**src/rtl/seq_mult_param_if.sv**
```systemverilog
// seq_mult_param_if: start/busy/done handshake bundle for the sequential multiplier
//   start, signed_mode, a, b : request side (master drives, slave samples)
//   p, busy, done            : result side (slave drives, master observes)
interface seq_mult_param_if #(parameter int WIDTH = 8) ();
  logic start;
  logic signed_mode;
  logic [WIDTH-1:0] a;
  logic [WIDTH-1:0] b;
  logic [2*WIDTH-1:0] p;
  logic busy;
  logic done;
  modport master (output start, signed_mode, a, b, input p, busy, done);
  modport slave (input start, signed_mode, a, b, output p, busy, done);
endinterface

```
**src/rtl/seq_mult_param.sv**
```systemverilog
// seq_mult_param: shift-add multiplier, one multiplier bit per clock, signed or unsigned per operation
//   clk   : rising-edge clock
//   reset : asynchronous active-low reset
//   bus   : seq_mult_param_if.slave (start/signed_mode/a/b in, p/busy/done out)
//   SEQ_MULT_EARLY_TERM_EN : when defined, RUN stops after the highest set multiplier bit
module seq_mult_param #(parameter int WIDTH = 8) (
  input logic clk,
  input logic reset,
  seq_mult_param_if.slave bus
);
  localparam int CW = $clog2(WIDTH);
  typedef enum logic [1:0] {IDLE, RUN, DONE} state_t;
  state_t state, state_nxt;
  logic [CW-1:0] cnt;
  logic [WIDTH-1:0] a_r;
  logic [2*WIDTH-1:0] b_r, p_r, term;
  logic sm_r, accept, last, sub;
  assign accept = bus.start && state != RUN;
  assign term = a_r[cnt] ? (b_r << cnt) : '0;
  // the top multiplier bit carries negative weight in two's complement
  assign sub = sm_r && cnt == CW'(WIDTH - 1);
`ifdef SEQ_MULT_EARLY_TERM_EN
  assign last = ((a_r >> cnt) >> 1) == '0;
`else
  assign last = cnt == CW'(WIDTH - 1);
`endif
  always_ff @(posedge clk or negedge reset)
    if (!reset) state <= IDLE;
    else state <= state_nxt;
  always_comb begin
    state_nxt = state;
    if (state == RUN) state_nxt = last ? DONE : RUN;
    else state_nxt = accept ? RUN : IDLE;
  end
  always_ff @(posedge clk or negedge reset)
    if (!reset) begin
      cnt <= '0;
      a_r <= '0;
      b_r <= '0;
      sm_r <= 1'b0;
      p_r <= '0;
    end else if (accept) begin
      cnt <= '0;
      a_r <= bus.a;
      b_r <= bus.signed_mode ? {{WIDTH{bus.b[WIDTH-1]}}, bus.b} : {{WIDTH{1'b0}}, bus.b};
      sm_r <= bus.signed_mode;
      p_r <= '0;
    end else if (state == RUN) begin
      cnt <= cnt + 1'b1;
      p_r <= sub ? p_r - term : p_r + term;
    end
  assign bus.p = p_r;
  assign bus.busy = state == RUN;
  assign bus.done = state == DONE;
endmodule

```
**src/flat_wrapper.sv**
```systemverilog
// flat-port wrapper written by rule: the top's interface ports become plain ports
module seq_mult_param_flat 
#(parameter int WIDTH = 8)
  (clk, reset, bus_start, bus_signed_mode, bus_a, bus_b, bus_p, bus_busy, bus_done);
  seq_mult_param_if #(.WIDTH(WIDTH)) bus_i ();
  input logic clk;
  input logic reset;
  input wire logic [$bits(bus_i.start)-1:0] bus_start;
  input wire logic [$bits(bus_i.signed_mode)-1:0] bus_signed_mode;
  input wire logic [$bits(bus_i.a)-1:0] bus_a;
  input wire logic [$bits(bus_i.b)-1:0] bus_b;
  output wire logic [$bits(bus_i.p)-1:0] bus_p;
  output wire logic [$bits(bus_i.busy)-1:0] bus_busy;
  output wire logic [$bits(bus_i.done)-1:0] bus_done;
  assign bus_i.start = bus_start;
  assign bus_i.signed_mode = bus_signed_mode;
  assign bus_i.a = bus_a;
  assign bus_i.b = bus_b;
  assign bus_p = bus_i.p;
  assign bus_busy = bus_i.busy;
  assign bus_done = bus_i.done;
  seq_mult_param #(.WIDTH(WIDTH)) u_core (.clk(clk), .reset(reset), .bus(bus_i));
endmodule
```
**config.mk**
```make
export PLATFORM = sky130hd
export DESIGN_NAME = seq_mult_param_flat
export DESIGN_NICKNAME = d
export VERILOG_FILES = /design/src/rtl/seq_mult_param_if.sv /design/src/rtl/seq_mult_param.sv /design/src/flat_wrapper.sv
export SDC_FILE = /design/constraint.sdc
export NUM_CORES = 1
export LEC_CHECK = 0
export ABC_CLOCK_PERIOD_IN_PS = 9350
export CAP_MARGIN = 20
export CORE_MARGIN = 4
export CORE_UTILIZATION = 40
export DETAILED_ROUTE_END_ITERATION = 7
export GPL_ROUTABILITY_DRIVEN = 0
export GPL_TIMING_DRIVEN = 0
export HOLD_SLACK_MARGIN = 0.1
export SLEW_MARGIN = 20
export SYNTH_ARGS = -nofsm -noshare
export SYNTH_HDL_FRONTEND = slang
export SYNTH_SLANG_ARGS = --single-unit
```
**constraint.sdc**
```tcl
create_clock -name clk -period 9.35 [get_ports clk]
set_clock_uncertainty 0.2 [all_clocks]
set_input_delay 2.805 -clock clk [delete_from_list [all_inputs] [get_ports clk]]
set_output_delay 2.805 -clock clk [all_outputs]
set_load 0.005 [all_outputs]
```
* Word level (Yosys, flattened, before mapping)
Index checks and enable logic that the tools add are counted.
** Storage, ports and cells
- Flip-flop bits (word level) :: 46
- Input bits :: 20
- Logic and storage cells :: 30
- Output and inout bits :: 18
** Cells by class
- Shift-type cells :: 1
- Eq/ne operators :: 4
- $add $sub $neg :: 3
- Magnitude comparators :: 1
- Reduce and logical (&&, ||, !) cells :: 3
- Muxes and demuxes :: 12
** Operators with widths (count)
- 16-bit 2-to-1 mux :: 5
- 16-bit adder :: 1
- 16-bit by 3-bit left shift with 16-bit output :: 1
- 16-bit subtractor :: 1
- 3-bit 2-to-1 mux :: 2
- 3-bit by 4-bit less-than comparator with 1-bit output (second input constant) :: 1
- 2-bit 2-to-1 mux :: 2
- 3-bit by 1-bit adder with 3-bit output (second input constant) :: 1
- 1-bit binary-select mux with 3-bit select :: 1
- 3-bit equality test (second input constant) :: 1
- 2-bit by 1-bit equality test with 1-bit output (second input constant) :: 1
- 2-bit equality test (second input constant) :: 1
- 1-bit logical AND :: 2
- 1-bit 2-to-1 mux :: 2
- 2-bit by 1-bit != test with 1-bit output (second input constant) :: 1
- 2-bit nonzero test :: 1

* Logic depth before layout (Yosys ltp)
- Word-level depth :: 7
- Depth in mapped cells :: 21
- Depth with buffers taken out :: 20

* Least setup slack after synthesis
Ideal clock, no wire load.
- Path type :: reg-to-reg
- Start point :: register u_core.cnt[0]
- End point :: register u_core.p_r[15] (netlist: u_core.bus.p[15])
- Clock period less this slack :: 4.419 ns
- Required time :: 9.039 ns
- Library setup time :: 0.111 ns
- Buffers on the path :: 1
- Stages on the path, launching flop included :: 20
- Slack :: 4.931 ns
- Arrival time :: 4.108 ns
- Cell sequence :: dfrtp_1 buf_6 mux2_2 nor2_1 nand2_1 ha_1 o21ai_0 nor3_1 a41o_1 xor2_1 ha_1 and4_1 and3_1 a21oi_1 a21boi_0 o21ai_0 xnor2_1 o21ai_0 o21ai_0 a2111oi_2
** Between the ends
- Cells in the longest elaborated chain, start to end :: 7
- Elaborated cells on any way between the ends :: 11
- Classes of those cells :: add/sub: 2; eq/ne: 1; shift: 1; mux: 6; reduce/logical: 1
** RTL lines
- from (decl) :: line seq_mult_param.sv:14 : logic [CW-1:0] cnt;
- from (signal assigned) :: line seq_mult_param.sv:49 : cnt <= cnt + 1'b1;
- 1-bit binary-select mux with 3-bit select :: line seq_mult_param.sv:19 : assign term = a_r[cnt] ? (b_r << cnt) : '0;
- 1-bit 2-to-1 mux (implied by the code) :: line seq_mult_param.sv:19
- 16-bit 2-to-1 mux :: line seq_mult_param.sv:19
- 16-bit adder / 16-bit subtractor (equally long branches) :: line seq_mult_param.sv:50 : p_r <= sub ? p_r - term : p_r + term;
- 16-bit 2-to-1 mux (*) :: line seq_mult_param.sv:50
- 16-bit 2-to-1 mux (*) :: line seq_mult_param.sv:48 : end else if (state == RUN) begin
- 16-bit 2-to-1 mux (*) :: line seq_mult_param.sv:42 : end else if (accept) begin
- to (signal assigned) :: line seq_mult_param.sv:50
- to (decl) :: line seq_mult_param.sv:16 : logic [2*WIDTH-1:0] b_r, p_r, term;
Every way passes the cells marked *; elsewhere a longest branch is shown, timed or not. The select of a mux whose other input is x is not followed.
A chain may end at the register's enable or synchronous reset.

* Worst setup path after layout
- Start point :: register u_core.state[1]
- End point :: output port bus_busy
** Between the ends
- Cells in the longest elaborated chain, start to end :: 1
** RTL lines
- from (decl) :: line seq_mult_param.sv:13 : state_t state, state_nxt;
- from (signal assigned) :: line seq_mult_param.sv:29 : else state <= state_nxt;
- 2-bit by 1-bit equality test with 1-bit output :: line seq_mult_param.sv:53 : assign bus.busy = state == RUN;
- to (decl) :: line flat_wrapper.sv:13 : output wire logic [$bits(bus_i.busy)-1:0] bus_busy;
Every way passes these cells.

==> impl_metrics.toml <==
[yosys]
ys_ff_latch = 39
avgSynthCellArea_sq_um = 9.149
synthCells = 359
synth-main-ff-cell = "dfrtp_1"
ys_seq_area_share_pct = 29.71
ys_async_sr_fraction_pct = 100.0
synth_edf_count = 0
yosysWarnings = 0
synth_fp_nets = 398
synth_cell_types = 60
syn_area_sq_um = 3284

[routing]
drt_iter0_markers = 135
wl_per_cell_um = 15.26
wl_met1_um = 3609
final_antenna_net_count = 0
viasPerCell = 5.565
met3_length_um = 302
remaining_drc_errors = 0
drt_pre_antenna_iters = 4
wl_met2_um = 3771
highest_layer = "met4"
vias = 2816
drt_wl_total_um = 7722

[die]
core_sq_um = 7848
dieHeight_um = 98.62
die_w_um = 98.62
rows = 32
initial_core_util_pct = 41.85
io_pins = 38
die_area_sq_um = 9725

[grt]
gr-total-overflow = 0
grt_start_max_net_pins = 25
gr-usage-all-layers_pct = 16.32
grt_pass1_vias = 2718
grt_pass1_wl_um = 13140
antenna_found_initial = 0

[critical_path]
reg2reg_slack_ns = 4.13
path_max_fanout = 10
end_kind = "output port"
critical_path_class = "reg2out"
cp.required_ns = 6.35
crit_path_start_kind = "flip-flop"
crit_arrival_ns = 2.23

[clock_network]
cts_root_buf = "clkbuf_8"
worstSkewPairLatency_ns = 0.29
post_cts_buffers = 0
clock_path_buffers = 2
clkSlewWorstSetupHoldPaths_ns = 0.09
hold_buffers = 0
clock-sinks = 39
cts_tree = "done"
numCtsBuffers = 5
cts_resized = 0
cts_max_level = 2

[timing]
slew-limit-headroom_pct = 56.51
min_period_ns = 5.232
setup_viol = 0
finalCritPeriodShare_pct = 55.95
clock.fmax_ghz = 0.1911
finalHoldViolCount = 0
slew_violations = 0
finalSetupTns_ns = 0
tightest_slew_ns = 0.6509
rsz0062_at_grt = "no"

[run_status]
run_status = "completed"

[layout]
layout_commonest_cell = "nand2_1"
drive_gt1_share_pct = 13.61
layout.nets = 442
areaGrowthSynthToFinish_pct = 18.32
fillers = 783
mostFrequentLayoutCells = "42 x nand2_1, 39 x dfrtp_1, 35 x clkdlybuf4s50_1, 29 x o21ai_0, 21 x mux2_2"
antenna_cells = 0

[place]
portBuffers = 36
dp_hpwl_um = 6138

[job]
maxCapViolCount = 0

[min_path]
min_path_type = "reg2reg"
-- metrics by stage --
stage | cells | worst slack (ns) | cell area, sq um | hold WS (ns) | utilization, %
after floorplan | 359 | 4.931 | 3284 | 0.2739 | -
after global placement | 497 | 4.150 | 3772 | 0.2893 | 48.07
after detailed placement | 498 | 4.150 | 3787 | 0.2929 | 48.26
after CTS | 506 | 4.096 | 3886 | 0.3139 | 49.52
after global routing | 506 | 3.620 | 3886 | 0.3452 | 49.52
final | 506 | 4.118 | 3886 | 0.3108 | 49.52
-- state kept, by name (all words and copies together) (netlist names) --
signal / flops
u_core.bus.p: 16
u_core.b_r: 9
u_core.a_r: 8
u_core.cnt: 3
u_core.state: 2
u_core.sm_r: 1
-- per-layer routing --
layer | up-vias | global-route usage (%)
li1 | 1407 | -
met1 | 1350 | 21.20
met2 | 57 | 29.07
met3 | 2 | 2.689
met4 | 0 | 2.521
met5 | - | 0
-- layout make-up --
| type | instances | area [sq um] | share of cell area [%] |
|---|---|---|---|
| inverters | 11 | 41.29 | 1.062 |
| plain buffers | 16 | 81.33 | 2.093 |
| clock buffers | 6 | 82.58 | 2.125 |
| flip-flops and latches | 39 | 975.9 | 25.11 |
| well taps | 102 | 127.6 | 3.284 |
| clock inverters | 2 | 16.27 | 0.4185 |
| multi-input cells | 293 | 2186 | 56.25 |
| repair buffers | 37 | 375.4 | 9.659 |
-- cells by family (layout without fill, tap and decap cells) --
kind of cell               Yosys count  in the layout  share of synthesized area (%)
and+or+nand+nor                    126            126                          20.99
AOI/OAI and AO/OA                   90             90                          17.94
muxes                               39             39                          15.09
DFF                                 39             39                          29.71
buffers and inverters               27             72                          3.733
adders and majority gates           19             19                          7.467
xor gates and xnor gates            19             19                          5.067
-- worst max-delay path, cell delays in order (launching register included) --
cell             delay (ns)
dfrtp_1                0.38
nand2b_1               0.23
clkinv_1               0.23
clkbuf_1               0.48
clkdlybuf4s50_1        0.61
-- cells in the mapped netlist, types with 4 or more instances --
cell type | n | area [sq um]
a21boi_0 | 4 | 30.03
a21oi_1 | 19 | 95.09
and2_1 | 5 | 31.28
clkbuf_1 | 10 | 37.54
dfrtp_1 | 39 | 975.9
ha_1 | 18 | 225.2
inv_1 | 10 | 37.54
mux2_2 | 21 | 236.5
mux2i_1 | 12 | 120.1
mux4_2 | 5 | 112.6
nand2_1 | 42 | 157.7
nand2b_1 | 4 | 25.02
nand3_1 | 12 | 60.06
nand3b_1 | 16 | 120.1
nor2_1 | 14 | 52.55
nor2b_1 | 4 | 25.02
nor3_1 | 5 | 25.02
nor3b_1 | 6 | 45.04
o21ai_0 | 29 | 145.1
o31ai_1 | 8 | 60.06
xnor2_1 | 8 | 70.07
xor2_1 | 11 | 96.34
-- path summary, 6_finish.rpt --
kind,start,to,cells after the start
setup / recovery,u_core.state[1]$_DFF_PN0_,bus_busy,4
hold / removal,u_core.a_r[7]$_DFFE_PN0P_,u_core.a_r[7]$_DFFE_PN0P_,1
setup reg to reg,u_core.cnt[0]$_DFFE_PN0P_,u_core.bus.p[15]$_DFFE_PN0P_,19
hold reg to reg,u_core.a_r[7]$_DFFE_PN0P_,u_core.a_r[7]$_DFFE_PN0P_,1
max in group asynchronous,reset,u_core.b_r[2]$_DFFE_PN0P_,2
min in group asynchronous,reset,u_core.bus.p[2]$_DFFE_PN0P_,1
Power is left out: the tool's default activity adds up to more than one toggle a clock period on the data nets, which glitch-free logic cannot reach.
